$ cat src/rtl/pkt_fifo.sv
// Small synchronous FIFO with a separate occupancy counter.
// The caller is responsible for never pushing into a full FIFO without a pop.
module pkt_fifo #(
   parameter int WIDTH = 9,
   parameter int DEPTH = 4
) (
   input  logic             clk,
   input  logic             rst_n,
   input  logic             push,
   input  logic             pop,
   input  logic [WIDTH-1:0] push_data,
   output logic             full,
   output logic             empty,
   output logic [WIDTH-1:0] head
);

   localparam int PTR_W = $clog2(DEPTH);
   localparam int CNT_W = PTR_W + 1;
   localparam logic [CNT_W-1:0] FULL_CNT = CNT_W'(DEPTH);

   logic [WIDTH-1:0] mem [DEPTH];
   logic [PTR_W-1:0] wr_ptr;
   logic [PTR_W-1:0] rd_ptr;
   logic [CNT_W-1:0] count;

   always_ff @(posedge clk or negedge rst_n) begin
      if (!rst_n) begin
         wr_ptr <= '0;
         rd_ptr <= '0;
         count  <= '0;
      end else begin
         if (push) wr_ptr <= wr_ptr + PTR_W'(1);
         if (pop)  rd_ptr <= rd_ptr + PTR_W'(1);
         if (push && !pop)
            count <= count + CNT_W'(1);
         else if (pop && !push)
            count <= count - CNT_W'(1);
      end
   end

   // Storage needs no reset; stale entries are masked by the occupancy count.
   always_ff @(posedge clk) begin
      if (push) mem[wr_ptr] <= push_data;
   end

   assign full  = (count == FULL_CNT);
   assign empty = (count == '0);
   assign head  = mem[rd_ptr];

endmodule

$ cat config.mk
export PLATFORM = sky130hd
export DESIGN_NAME = pkt_fifo
export DESIGN_NICKNAME = d
export VERILOG_FILES = /design/src/rtl/pkt_fifo.sv
export SDC_FILE = /design/constraint.sdc
export NUM_CORES = 1
export LEC_CHECK = 0
export CORE_MARGIN = 8
export CORE_UTILIZATION = 42
export DETAILED_ROUTE_END_ITERATION = 10
export REMOVE_ABC_BUFFERS = 1
export SKIP_LAST_GASP = 1
export SLEW_MARGIN = 30
export SYNTH_ARGS = -nofsm -noshare
export SYNTH_HDL_FRONTEND = slang
export SYNTH_SLANG_ARGS = --single-unit
$ cat constraint.sdc
create_clock -name clk -period 1.7 [get_ports clk]
set_clock_uncertainty 0.2 [all_clocks]
set_input_delay 0.17 -clock clk [delete_from_list [all_inputs] [get_ports clk]]
set_output_delay 0.17 -clock clk [all_outputs]
set_load 0.02 [all_outputs]
==> metrics.md <==
| Metric | Value |
|---|---|
| Outcome | finished with violations |
| Failing checks | negative setup slack |
| Crit end category | output port |
| Clock latency on the worst-skew pair | 0.29 ns |
| Synth warnings | 0 |
| Root Driver | clkbuf_8 |
| Pwr Density | 1640 mW/mm^2 |
| Fmax | 0.541 GHz |
| # rows | 23 |
| TritonCTS Buffers | 5 |
| Clock Sink Count | 43 |
| Die area | 0.00632 sq mm |
| CP Max Fanout | 6 |
| Post-Route WL | 2.81 mm |
| Metal-1 WL | 1.17 mm |
| Post-DP Area | 0.00207 sq mm |
| Tot Pwr | 3.57 mW |
| Final hold vios | 0 |
| Vias in the first global route | 925 |
| Mean Syn Cell Area | 20.9 sq um |
| Post-DRT Antenna Nets | 0 |
| Clk buf depth | 2 |
| Vias/cell | 4.81 |
| Seq/Total Area, Yosys | 74.2% |
| Placed cell count | 165 |
| H-tree depth | 2 |
| TritonCTS clock tree | yes |
| Critical path type | flop to output port |
| Fillers | 317 |
| Worst slew pin tran | 0.353 ns |
| Die Y | 79.5 microns |
| Clk slew on worst S/H paths | 0.08 ns |
| CP arrival | 1.48 ns |
| Fin Hold WS | 0.0433 ns |
| Core area | 0.00394 sq mm |
| Proportion of layout cells with a drive suffix above 1 | 36.8% |
| Hold Path Class | input pin to flop |
| Synth top area share | 63.8% |
| WL met2 | 1.46 mm |
| Area of the mapped netlist | 0.00169 sq mm |
| Via count | 842 |
| Setup violators final | 9 |
| Finished Layout Cells | 175 |
| Die outline width | 79.5 microns |
| RSZ-0062 raised after global routing | true |
| Antenna Cells | 0 |
| Max cap viols | 0 |
| DR DRC count | 0 |
| Boundary Pins | 24 |
| Max-Slew Margin vs Limit | 76.4% |
| Design Area, Final | 0.00218 sq mm |
| First-pass GRT wire length | 4.49 mm |
| Routed length per instance | 16.0 microns |
| GRT Overall Usage | 9.71% |
| DR pass1 iterations | 4 |
| Flops & latches, synth | 43 |
| Fin nets | 143 |
| GRT overflow | 0 |
| Cell taking the most area after synthesis | edfxtp_1 |
| Worst setup SP type | flop |
| Detailed Place HPWL | 2.10 mm |
| Initial antenna violation count | 0 |
| Leak Pwr | 0.824 nW |
| Top cells by area, synth | edfxtp_1 (64%), mux4_2 (11%), dfrtp_1 (10%), ha_1 (3.7%), xor2_1 (2.1%) |
| Slew Limit Fails | 0 |
| Cells after Synth | 81 |
| Post-Route Setup TNS | -1.24 ns |
| Area delta synth->final | 28.9% |
| IO buf count | 23 |
| Peak supply drop | 0.769 mV |
| Final worst slack | -0.149 ns |
| Period Utilization, post-route | 109% |
| Largest net degree at the start of global routing | 14 |
| Final Wtd Congestion | 0.717 |
| Routed wl met3 | 154 microns |
| Initial DRC count | 29 |
| Distinct cells, synth | 18 |
| Uppermost layer routed | met4 |
| Worst Path Required | 1.33 ns |
| Initial Utilization | 43.0% |
| Minimum clock period | 1.85 ns |
-- cells in the mapped netlist --
cell and instances:
nor3b_1 1, o21ai_0 1, mux2_2 1, and2_1 4, xnor2_1 2, ha_1 5, mux4_1 1, buf_6 1
nor3_1 1, edfxtp_1 36, nand2_1 2, fa_1 1, dfrtp_1 7, inv_1 4, mux4_2 8, buf_2 1
xor2_1 4, nor2_1 1
-- cell type report --
cell class | instances | area [sq um] | area share (%)
inverter | 4 | 15.0 | 0.688
timing repair buffer | 38 | 357 | 16.3
tap | 50 | 62.6 | 2.87
multi-input combinational | 32 | 408 | 18.7
clock buffer | 5 | 68.8 | 3.15
sequential | 43 | 1260 | 57.6
clock inverter | 3 | 15.0 | 0.688
-- stage by stage --
stage                     worst slack [ns]  utilization (%)
final                               -0.149             55.4
after global routing                -0.221             55.4
after CTS                           -0.199             55.2
after detailed placement            -0.258             52.5
after global placement              -0.254             52.5
after floorplan                    -0.0352                -
-- flip-flops by register name, summed over array words and instances, names as in the netlist --
signal	flops
mem	36
count	3
rd_ptr	2
wr_ptr	2
-- critical path: stages (launching register included) --
cell and delay, ns:
dfrtp_1 0.38, buf_6 0.16, mux4_2 0.51, buf_6 0.15
-- path summary, 6_finish.rpt --
check                                        endpoint  slack [ns]             startpoint  cells after the start
max in group asynchronous       rd_ptr[1]$_DFFE_PN0P_        0.52                  rst_n                      2
worst min-delay path            wr_ptr[0]$_DFFE_PN0P_        0.04                   push                      3
worst max-delay path                          head[8]       -0.15  rd_ptr[0]$_DFFE_PN0P_                      3
min in group asynchronous        count[1]$_DFFE_PN0P_        0.50                  rst_n                      2
worst min register to register   count[2]$_DFFE_PN0P_        0.31   count[2]$_DFFE_PN0P_                      1
worst max register to register   count[2]$_DFFE_PN0P_        0.15   count[0]$_DFFE_PN0P_                      4
-- layer usage --
metal / track usage, % / vias up
li1: - / 394
met1: 10.8 / 424
met2: 16.1 / 20
met3: 4.05 / 4
met4: 3.89 / 0
met5: 0 / -
-- where the power goes --
part	internal (mW)	switching [mW]	total, mW
Clock	0.281	0.320	0.601
Combinational	0.767	0.628	1.40
Sequential	1.41	0.165	1.58
Total	2.46	1.11	3.57
-- repair_timing --
action	4_1_cts	5_1_grt
pin swaps	0	2
endpoints found under the setup margin	11	12
resized for setup	58	12
hold buffers	1	0
endpoints found under the hold margin	7	0
buffers inserted	1	0
-- cell families after synthesis --
kind of cell / share of synthesized area [%]
XOR/XNOR: 3.10
AND/OR/NAND/NOR: 2.88
adder cells (fa/ha/maj): 4.87
buffers and inverters: 1.85
multiplexers: 12.9
flip-flops: 74.2
AO/OA/AOI/OAI: 0.295
-- placed cells by master (no fill, tap or decap), drive strengths merged --
| master | instances |
|---|---|
| edfxtp | 36 |
| buf | 24 |
| clkdlybuf4s50 | 11 |
| mux4 | 9 |
| dfrtp | 7 |
| clkbuf | 6 |
| ha | 5 |
| inv | 4 |
| and2 | 4 |
| xor2 | 4 |
| clkinv | 3 |
| xnor2 | 2 |
| nand2 | 2 |
| nor3b | 1 |
| nor3 | 1 |
| mux2 | 1 |
| o21ai | 1 |
| nor2 | 1 |
| fa | 1 |
| dlygate4sd3 | 1 |
| dlymetal6s2s | 1 |
(Power assumes the default switching activity.)
